==> config.mk <==
export PLATFORM = sky130hd
export DESIGN_NAME = bcd_to_bin
export DESIGN_NICKNAME = d
export VERILOG_FILES = /design/src/rtl/bcd_pkg.sv /design/src/rtl/bcd_sub3_digit.sv /design/src/rtl/bcd_to_bin.sv
export SDC_FILE = /design/constraint.sdc
export NUM_CORES = 1
export LEC_CHECK = 0
export BUFFER_PORTS_ARGS = -buffer_cell sky130_fd_sc_hd__buf_4
export CORE_AREA = 2 2 88 90
export DETAILED_ROUTE_END_ITERATION = 8
export DIE_AREA = 0 0 90 92
export PLACE_DENSITY = 0.79
export SLEW_MARGIN = 20
export SYNTH_ARGS = -nofsm -noshare
export SYNTH_HDL_FRONTEND = slang
export SYNTH_SLANG_ARGS = --single-unit
export TNS_END_PERCENT = 50
==> constraint.sdc <==
create_clock -name clk -period 1.6 [get_ports clk]
set_clock_uncertainty 0.1 [all_clocks]
set_input_delay 0 -clock clk [delete_from_list [all_inputs] [get_ports clk]]
set_output_delay 0 -clock clk [all_outputs]
set_load 0.03 [all_outputs]
==> src/rtl/bcd_pkg.sv <==
// Shared constants, state encodings and helpers for the BCD <-> binary converters.
package bcd_pkg;

  localparam int BCD_DIGITS = 4;
  localparam int BCD_W      = 16;
  localparam int BIN_W      = 14;
  localparam int N_SHIFT    = 14;

  // Encodings shared with the forward binary-to-BCD converter.
  typedef enum logic [2:0] {
    IDLE   = 3'd0,
    SETUP  = 3'd1,
    SHIFT  = 3'd2,
    ADJUST = 3'd3,
    DONE   = 3'd4
  } state_t;

  function automatic logic has_bad_digit(input logic [BCD_W-1:0] bcd);
    logic bad;
    bad = 1'b0;
    for (int unsigned i = 0; i < BCD_DIGITS; i++) begin
      if (bcd[4*i +: 4] > 4'd9) bad = 1'b1;
    end
    return bad;
  endfunction

endpackage

==> src/rtl/bcd_sub3_digit.sv <==
// Reverse double-dabble digit correction: nibbles of 8 or more lose 3.
module bcd_sub3_digit
  import bcd_pkg::*;
(
  input  logic [3:0] i_nibble,
  output logic [3:0] o_nibble
);

  always_comb begin
    o_nibble = i_nibble;
    if (i_nibble >= 4'd8) o_nibble = i_nibble - 4'd3;
  end

endmodule

==> src/rtl/bcd_to_bin.sv <==
// Sequential packed-BCD to binary converter (reverse double-dabble, en/rdy handshake).
module bcd_to_bin
  import bcd_pkg::*;
#(
  parameter int DIGITS = BCD_DIGITS,
  parameter int BIN_W  = bcd_pkg::BIN_W
) (
  input  logic                  clk,
  input  logic                  rst,
  input  logic                  en,
  input  logic [DIGITS*4-1:0]   bcd_in,
  output logic [BIN_W-1:0]      bin_out,
  output logic                  rdy,
  output logic                  err,
  output logic                  busy
);

  localparam int W_W = DIGITS * 4 + BIN_W;

  state_t              r_state;
  logic [3:0]          r_cnt;
  logic [W_W-1:0]      r_work;
  logic [DIGITS*4-1:0] r_hold;
  logic                r_err_flag;
  logic [W_W-1:0]      w_adj;

  assign w_adj[BIN_W-1:0] = r_work[BIN_W-1:0];

  for (genvar g = 0; g < DIGITS; g++) begin : g_digit
    bcd_sub3_digit u_sub3 (
      .i_nibble (r_work[BIN_W + 4*g +: 4]),
      .o_nibble (w_adj[BIN_W + 4*g +: 4])
    );
  end

  always_ff @(posedge clk) begin
    if (rst) begin
      r_state    <= IDLE;
      r_cnt      <= '0;
      r_work     <= '0;
      r_hold     <= '0;
      r_err_flag <= 1'b0;
      bin_out    <= '0;
      rdy        <= 1'b0;
      err        <= 1'b0;
      busy       <= 1'b0;
    end else begin
      case (r_state)
        IDLE: begin
          // rdy from DONE lives for exactly this one IDLE cycle.
          rdy <= 1'b0;
          if (en) begin
            r_hold  <= bcd_in;
            busy    <= 1'b1;
            r_state <= SETUP;
          end else begin
            busy <= 1'b0;
          end
        end
        SETUP: begin
          if (has_bad_digit(r_hold)) begin
            r_err_flag <= 1'b1;
            r_state    <= DONE;
          end else begin
            r_err_flag <= 1'b0;
            r_work     <= {r_hold, {BIN_W{1'b0}}};
            r_cnt      <= '0;
            r_state    <= SHIFT;
          end
        end
        SHIFT: begin
          r_work <= r_work >> 1;
          r_cnt  <= r_cnt + 4'd1;
          if (r_cnt == 4'(N_SHIFT - 1)) r_state <= DONE;
          else                          r_state <= ADJUST;
        end
        ADJUST: begin
          r_work  <= w_adj;
          r_state <= SHIFT;
        end
        DONE: begin
          bin_out <= r_err_flag ? '0 : r_work[BIN_W-1:0];
          err     <= r_err_flag;
          rdy     <= 1'b1;
          r_state <= IDLE;
        end
        default: r_state <= IDLE;
      endcase
    end
  end

endmodule
* Word-level counts from Yosys, hierarchy flattened
Cells that the tools add are included.
Word-level totals: memory bits (read-only) 0, bits in latches 0, bits in writable memories 0, flip-flop bits (word level) 71, bits of input ports 19, memories kept 0
Operators by class: reductions and logical operators 11, $mul 0, add/subtract/negate cells 5, equality and inequality tests 11, bitwise operators 1, mux-type cells 22, div/mod/pow operators 0, order comparisons 8, shift-type cells 0
Operators with widths (count):
- case mux 30 bit (3 select lines) | 1
- 2-to-1 mux 30 bit | 1
- 2-to-1 mux 4 bit | 5
- >= comparator 4 bit (second input constant) | 4
- > comparator 4 bit (second input constant) | 4
- subtractor 4 x 2 -> 4 bit (second input constant) | 4
- AND reduction 3 bit | 5
- 2-to-1 mux 14 bit | 1
- case mux 3 bit (4 select lines) | 1
- 2-to-1 mux 3 bit | 3
- 2-to-1 mux 1 bit | 8
- != test 2 x 1 -> 1 bit (second input constant) | 4
- case mux 4 bit (2 select lines) | 1
- equality test 3 x 2 -> 1 bit (second input constant) | 2
- adder 4 x 1 -> 4 bit (second input constant) | 1
- equality test 4 bit (second input constant) | 1
- != test 2 bit (second input constant) | 2
- AND reduction 2 bit | 2
- nonzero test 2 bit | 2
- equality test 3 x 1 -> 1 bit (second input constant) | 1
- equality test 3 bit (second input constant) | 1
- zero test 3 bit | 1
- nonzero test 3 bit | 1
- case mux 1 bit (2 select lines) | 1
- NOT 1 bit | 1

* Longest topological paths before layout
Gate-level depths: netlist of run 1.
word-level depth 9, mapped depth 7

* Cells and area by module
A second synthesis of run 1 with hierarchy kept.
Unflattened totals: cell total of the unflattened synthesis 457, area, all modules 3761.1 sq um
By module, submodules not included:
- bcd_to_bin | cells an instance 413, area each 3455.8 sq um, seq. area each 1421.4 sq um, times used 1
- bcd_sub3_digit | cells an instance 11, area each 76.3 sq um, seq. area each 0.0 sq um, times used 4

* Worst setup path after synthesis of run 1
No wires, ideal clock.
path type reg-to-reg, from reg r_state[1], to reg r_cnt[1], setup slack 0.104 ns, path buffers 2, stages on the path, launching flop included 7, required time 1.383 ns, period minus slack after synthesis 1.496 ns, data arrival time 1.279 ns, path through dfxtp_1 -> buf_4 -> nand2b_4 -> nor2_4 -> a211oi_4 -> buf_6 -> a22o_1
Between the ends: cells in the longest elaborated chain, start to end 3
Ends and longest elaborated chain:
- start, declared | line bcd_to_bin.sv:20 | state_t r_state;
- start signal, assigned | line bcd_to_bin.sv:38 | r_state <= IDLE;
- start signal, assigned | line bcd_to_bin.sv:55 | r_state <= SETUP;
- start signal, assigned | line bcd_to_bin.sv:63 | r_state <= DONE;
- equality test 3 x 1 -> 1 bit / equality test 3 x 2 -> 1 bit (equally long branches) | line bcd_to_bin.sv:48 | case (r_state)
- != test 2 bit (no source line) / nonzero test 2 bit (equally long branches)
- AND reduction 2 bit (no source line)
- end signal, assigned | line bcd_to_bin.sv:73 | r_cnt <= r_cnt + 4'd1;
- end, declared | line bcd_to_bin.sv:21 | logic [3:0] r_cnt;
Parallel ways exist; a longest one is shown, timed or not. A chain may end at the register's enable or synchronous reset.

* Worst setup path after layout of run 1
from reg r_hold[5], to reg r_cnt[1]
Between the ends: cells in the longest elaborated chain, start to end 8
Ends and longest elaborated chain:
- start, declared | line bcd_to_bin.sv:23 | logic [DIGITS*4-1:0] r_hold;
- start signal, assigned | line bcd_to_bin.sv:53 | r_hold <= bcd_in;
- > comparator 4 bit | line bcd_pkg.sv:22 | if (bcd[4*i +: 4] > 4'd9) bad = 1'b1;
- 2-to-1 mux 1 bit (3 in a row) | line bcd_pkg.sv:22
- 2-to-1 mux 1 bit | line bcd_to_bin.sv:48
- 2-to-1 mux 1 bit | line bcd_to_bin.sv:37 | if (rst) begin
- != test 2 bit (no source line)
- AND reduction 2 bit (no source line)
Every way passes these cells. The select of a mux whose other input is x is not followed.

==> impl_results.md, run 1 <==
* CTS tree: yes
* WL per Instance at approximately 14 um
* Initial antenna violation count at 0
* Synth area leaders: dfxtp_1 (41%), a21oi_1 (7.2%), nand2_1 (6.0%)
* Synth area leader: dfxtp_1
* Worst slew pin tran at 0.5645 ns
* Post-synth EDFFs at 0
* Setup_tns at 0 ns
* Via count at between 3,000 and 4,000
* Routed WL at 7949 um
* Crit path cell chain: o21ai_2 > and4_1 > buf_6 > a211oi_4 > buf_12 > a22o_1
* Critical path's slowest cell: dfxtp_2
* Floorplan row count at 32
* Seq/Total Area, Yosys at between 40 and 50%
* Slew Limit Fails at 0
* Post-route cell area at around 4600 um^2
* Total CTS buffers at 9
* Vias in the first global route at approximately 3,000
* Layout cell share with drive strength beyond 1 at roughly 26%
* Clock latency on the worst-skew pair at ~0.35 ns
* Largest net degree at the start of global routing at 37
* Fin nets at between 500 and 600
* DRT iter0 DRCs at about 160
* Worst EP required at approximately 1.7 ns
* CP Data Arrival Time at between 1.5 and 2 ns
* Placer congestion estimate at between 0.9 and 1
* Htree depth at 3
* Via-per-instance ratio at 5.280
* R2r worst-path depth at 6
* Largest stage delay, worst path at between 0.3 and 0.4 ns
* Initial core utilization at a little under half
* Post-DRT Antenna Nets at 0
* Synth Cell Area at between 3000 and 4000 um^2
* Die Height at 92 um
* Worst relative slew slack at 62.25%
* Clock tree buffer depth at 2
* Worst Path Class, Setup: flip-flop to flip-flop
* Drc violations at 0
* First-pass GRT wire length at 13,720 um
* Global route total overflow at 0
* Max FO, Critical Path at 15
* Filler Cell Count at 660
* Port bufs at 35
* Synth Net Count at 424
* DP Wirelength at around 5600 um
* Yosys top cell area share at a little over 40%
* Period minus WS final at 1.551 ns
* IO Pins at 36
* Power per Cell Area at approximately 940 nW/um^2
* Status: finished clean
* Ys flop type: dfxtp_1
* Synth cell types at 51
* Fmax at between 600 and 700 MHz
* P_leak at 1.830 nW
* Hold Crit Depth at 4
* Final worst path period share at between 90 and 100%
* Critical path capture point type: flip-flop
* Final Non-Filler Cells at between 500 and 600
* Die X at about 90 um
* #FFs+latches synth at 71
* Cell total after placement at approximately 550
* Total track usage at between 20% and 30%
* Total of max-cap violations at 0
* Area growth syn-to-layout at 31.31%
* Syn Inst Count at 395
* Num Clock Sinks at a little over 70
* Final hold violations at 0
* Final WS setup at about 0.049 ns
* Avg Cell Area, Syn at 8.822 um^2
* Worst VDD drop at 0.7623 mV
* Root buffer cell: clkbuf_8
* Synth async-reset ratio at 0%
* Number of diodes at 0
* RSZ-0062 raised after global routing: yes
* Placement Cell Area at between 4000 and 5000 um^2
* Core area at roughly 7400 um^2
* Iteration count of the initial detailed-routing pass at 4
* YS warnings at 0
* Final setup viols at 0
* Tightest Hold Check Type: input port to flip-flop
* Reg clk slew, reported paths at ~0.080 ns
* Critical Path Start Type: flip-flop
* Die area at slightly above 8000 um^2
* Post-place setup slack at -0.2390 ns
[worst max-delay path, delay by kind of cell, from the launching register on]
family                 cells  cell delay, ns
AND/OR/NAND/NOR            1            0.25
flip-flops                 1            0.34
AO/OA/AOI/OAI              3            0.45
buffers and inverters      2            0.30
[report_power, final]
| group | internal, W | total (W) | switching (W) | leakage (nW) |
|---|---|---|---|---|
| Combinational | 0.000409 | 0.000815 | 0.000407 | 1.15 |
| Sequential | 0.00183 | 0.00190 | 0.0000692 | 0.579 |
| Clock | 0.000889 | 0.00159 | 0.000706 | 0.104 |
| Total | 0.00313 | 0.00431 | 0.00118 | 1.83 |
[kinds of logic after synthesis]
family                     share of synthesized area [%]
buffers and inverters                              6.571
xor gates and xnor gates                          0.7542
muxes                                              4.596
DFF                                                40.79
adders and majority gates                          3.591
AOI/OAI and AO/OA                                  24.78
and+or+nand+nor                                    18.92
[layer usage]
layer | share of wire [%] | global-route usage (%) | up-vias | wire (um)
li1 | - | - | 1568 | -
met1 | 46 | 23.64 | 1451 | 3642
met2 | 49 | 36.34 | 59 | 3875
met3 | 3.5 | 4.930 | 16 | 282
met4 | 1.9 | 6.282 | 0 | 148
met5 | 0 | 0 | - | 0
[worst paths after layout]
kind / start / endpoint / slack, ns
setup / recovery: r_hold[5]$_SDFFE_PP0P_ / r_cnt[1]$_SDFFE_PP0P_ / 0.05
hold / removal: bcd_in[5] / r_hold[5]$_SDFFE_PP0P_ / 0.34
setup reg to reg: r_hold[5]$_SDFFE_PP0P_ / r_cnt[1]$_SDFFE_PP0P_ / 0.05
hold reg to reg: bin_out[4]$_SDFFE_PP0P_ / bin_out[4]$_SDFFE_PP0P_ / 0.35
[final cells by class]
cell class | instances | area [um^2] | area share (%)
multi-input cells | 280 | 1874 | 40.96
flip-flops and latches | 71 | 1430 | 31.26
repair buffers | 101 | 860.8 | 18.81
clock buffers | 10 | 127.6 | 2.789
well taps | 102 | 127.6 | 2.789
clock inverters | 6 | 92.59 | 2.024
inverters | 16 | 62.56 | 1.367
[synth_stat cells, types with 6 or more instances]
cell type / count
nand2b_1: 10
dfxtp_1: 71
a21oi_1: 50
nor2_1: 20
buf_2: 7
a211o_1: 12
nand3b_1: 16
clkbuf_1: 9
mux2i_1: 16
inv_1: 15
a22o_1: 16
buf_4: 6
nand2_1: 56
ha_1: 10
o21ai_0: 13
[cell usage in the layout, fill, tap and decap left out, types with 2 or more instances in the layout]
cell           synthesis  routed
buf_6                  4       2
and2_1                 2       2
nand2_1               56      56
o21ai_2                0       4
nor2_1                20      19
a21o_1                 2       2
o31ai_1                5       5
nand2b_1              10      10
a211o_1               12      12
buf_12                 0       4
a211oi_1               2       2
inv_1                 15      15
o21a_1                 2       2
nand4_1                2       2
dfxtp_1               71      64
buf_4                  6      77
clkinvlp_4             0       2
dfxtp_2                0       7
dlygate4sd3_1          0      18
o22ai_1                2       2
a221oi_1               2       2
o32ai_1                2       2
nor2b_1                3       2
o21ai_0               13       7
ha_1                  10      10
xor2_1                 2       2
nand3b_1              16      16
o21ai_1                3       5
nor3b_1                5       5
bufinv_16              0       2
clkbuf_8               0       9
a21oi_1               50      50
a22o_1                16      16
a2111oi_2              2       2
inv_6                  0       2
a2bb2oi_2              2       3
mux2i_1               16      16
nor3_1                 4       4
nand3_1                2       2
a22oi_1                2       2
[through the flow]
| step | utilization (%) | hold slack, ns | power, W |
|---|---|---|---|
| floorplan | - | 0.03596 | 0.002410 |
| global placement | 54.84 | 0.1482 | 0.002659 |
| detailed placement | 54.84 | 0.1575 | 0.002674 |
| CTS | 60.79 | 0.3279 | 0.004317 |
| global route | 61.44 | 0.3543 | 0.004510 |
| finish | 61.44 | 0.3410 | 0.004313 |
[registers in the layout (all words and copies together) (netlist names)]
register,count
r_hold,16
r_err_flag,1
r_work,30
rdy,1
busy,1
bin_out,14
r_state,3
r_cnt,4
err,1
[timing repair]
item	4_1_cts	5_1_grt
buffers inserted	1	2
resized for setup	10	14
endpoints found under the setup margin	23	52
endpoints found under the hold margin	29	0
hold buffers	18	0
pin swaps	1	2
No activity file was read; power rests on OpenSTA's default activity.
==> run 2: changes to the inputs <==
--- a/config.mk
+++ b/config.mk
@@ -9,7 +9,8 @@
 export CORE_AREA = 2 2 88 90
 export DETAILED_ROUTE_END_ITERATION = 8
 export DIE_AREA = 0 0 90 92
-export PLACE_DENSITY = 0.79
+export PLACE_DENSITY = 0.77
+export SETUP_SLACK_MARGIN = 0.5
 export SLEW_MARGIN = 20
 export SYNTH_ARGS = -nofsm -noshare
 export SYNTH_HDL_FRONTEND = slang
==> constraint.sdc (replaced) <==
create_clock -name clk -period 1.5 [get_ports clk]
set_clock_uncertainty 0.1 [all_clocks]
set_input_delay 0 -clock clk [delete_from_list [all_inputs] [get_ports clk]]
set_output_delay 0 -clock clk [all_outputs]
set_load 0.03 [all_outputs]
==> impl_results.md, run 2 (synthesis gave the netlist of run 1 again) <==
* Status: complete, but fails checks
* Violated checks: negative hold slack, negative setup slack
* Area growth syn-to-layout at 43.73%
* Slew Limit Fails at 0
* Crit. Startpoint: r_state[0]$_SDFFE_PP0P_
* Hold WS at -0.06158 ns
* Final WS setup at -0.06741 ns
* Core area at about 7400 um^2
* Clock Power Share at a little over a third
* Critical path capture point type: flip-flop
* DP Wirelength at between 5000 and 6000 um
* Logic gate share of total power at around 23%
* Placement Cell Area at between 4000 and 5000 um^2
* Die X at 90 um
* Sw frac at between 20 and 30%
* Flop pwr share at a little over two fifths
* Final hold violations at 12
* Tightest Hold Check Type: input port to flip-flop
* Post-DRT Antenna Nets at 0
* Vias in the first global route at approximately 3,200
* Switch Pwr at about 0.0014 W
* Critical Path Start Type: flip-flop
* Reg clk slew, reported paths at ~0.08 ns
* P_leak at 2.002 nW
* Via count at around 3,400
* CTS tree: yes
* Total power at approximately 0.0048 W
* Placer congestion estimate at ~0.9
* Hold Buf Count CTS at 17
* Biggest register: r_work
* Global route total overflow at 0
* RR Startpoint: r_state[0]$_SDFFE_PP0P_
* Layout cell share with drive strength beyond 1 at between 30% and 40%
* Most frequent cells in the layout: buf_4 (70), dfxtp_1 (56), nand2_1 (47)
* Fmax at 638.0 MHz
* Htree depth at 3
* Post-route cell area at 5009 um^2
* Worst relative slew slack at about three quarters
* Commonest non-fill, non-tap cell in the layout: buf_4
* Drc violations at 0
* Port bufs at 35
* Total track usage at 22.70%
* Reg2reg end: r_cnt[3]$_SDFFE_PP0P_
* Max FO, Critical Path at 5
* Worst setup path endpoint: r_cnt[3]$_SDFFE_PP0P_
* Final setup viols at 26
* Worst VDD drop at approximately 0.7 mV
* DRT iter0 DRCs at roughly 210
* Die Height at around 90 um
* Util after Layout at between 60% and 70%
* Num Clock Sinks at between 70 and 80
* Largest net degree at the start of global routing at 47
* Total of max-cap violations at 0
* Final worst path period share at 104.5%
* Worst Path Class, Setup: flip-flop to flip-flop
* Initial core utilization at 46.79%
* Power Internal at approximately 0.0034 W
* Setup_tns at -0.7633 ns
* Power per Cell Area at 966.4 nW/um^2
* Floorplan row count at 32
* Routed WL at 10,080 um
* Fin nets at between 500 and 600
* Clock tree buffer depth at 2
* Via-per-instance ratio at approximately 5.6
* CP Data Arrival Time at between 1.5 and 2 ns
* Clock latency on the worst-skew pair at between 0.3 and 0.4 ns
* Biggest regs: r_work (30), r_hold (16), bin_out (14)
* Root buffer cell: clkbuf_8
* Iteration count of the initial detailed-routing pass at 5
* Total CTS buffers at 9
* Period minus WS final at approximately 1.6 ns
* Die area at 8280 um^2
* Number of flip-flops in the largest register at 30
* IO Pins at 36
* Worst slew pin tran at ~0.38 ns
* RSZ-0062 raised after global routing: yes
* Worst EP required at 1.68 ns
* Reg2Reg Setup Slack at -0.07 ns
* WL per Instance at 16.70 um
* R2r worst-path depth at 6
* Initial antenna violation count at 0
* Number of diodes at 0
* First-pass GRT wire length at 15,100 um
-- run 2: cell types whose count changed in the layout (fill, tap and decap cells not counted), sizes merged --
cell | previous run | this run
dlygate4sd3 | 18 | 17
inv | 18 | 20
bufinv | 2 | 1
clkinvlp | 2 | 1
buf | 83 | 102
-- run 2: per-layer routing --
layer | track usage (%) | share of wire [%] | up-vias
met1 | 26.17 | 40 | 1609
met3 | 5.094 | 4.9 | 27
met5 | 0 | 0 | -
met4 | 8.590 | 3.5 | 0
met2 | 41.04 | 52 | 118
li1 | - | - | 1606
-- run 2: critical path, stage by stage, from the launching register on --
cell and delay, ns:
dfxtp_4 0.38, buf_6 0.14, nor3b_4 0.25, buf_6 0.17
nand4_1 0.11, xor2_1 0.17, nor3_1 0.17
-- run 2: power groups by stage --
stage	Sequential [W]	Clock, W	Combinational [W]
after CTS	0.00204	0.00172	0.000980
after global placement	0.00207	0	0.000792
after global routing	0.00205	0.00179	0.00118
after floorplan	0.00206	0	0.000552
after detailed placement	0.00208	0	0.000804
final	0.00204	0.00169	0.00112
-- run 2: metrics by stage --
stage,setup slack (ns),instances,hold WS [ns]
after floorplan,0.02015,395,0.02845
after global routing,-0.1480,604,-0.05951
after detailed placement,-0.1073,552,0.1540
after CTS,0.004151,593,-0.1029
final,-0.06741,604,-0.06158
after global placement,-0.07251,552,0.1467
-- run 2: area by class of cell --
type                            count  area [um^2]
Clock inverter                      6        72.57
Fill cell                         566         2439
Multi-Input combinational cell    280         2062
Clock buffer                       10        148.9
Timing Repair Buffer              119         1075
Inverter                           16        67.56
Sequential cell                    71         1455
Tap cell                          102        127.6
-- run 2: worst min path at each step --
stage / from / end / slack (ns) / cells past startpoint
2_1_floorplan: bcd_in[13] / r_hold[13]$_SDFFE_PP0P_ / 0.03 / 2
3_3_place_gp: bcd_in[12] / r_hold[12]$_SDFFE_PP0P_ / 0.15 / 3
3_5_place_dp: bcd_in[4] / r_hold[4]$_SDFFE_PP0P_ / 0.15 / 3
4_1_cts: rst / r_state[0]$_SDFFE_PP0P_ / -0.10 / 2
5_1_grt: rst / rdy$_SDFFE_PP0P_ / -0.06 / 2
6_report: rst / r_hold[14]$_SDFFE_PP0P_ / -0.06 / 2
-- run 2: timing repair --
action	CTS	global route
pin swaps	32	14
gates resized for setup	65	36
gates cloned	2	1
setup buffers	6	10
endpoints found under the setup margin	72	81
hold endpoints to repair	23	12
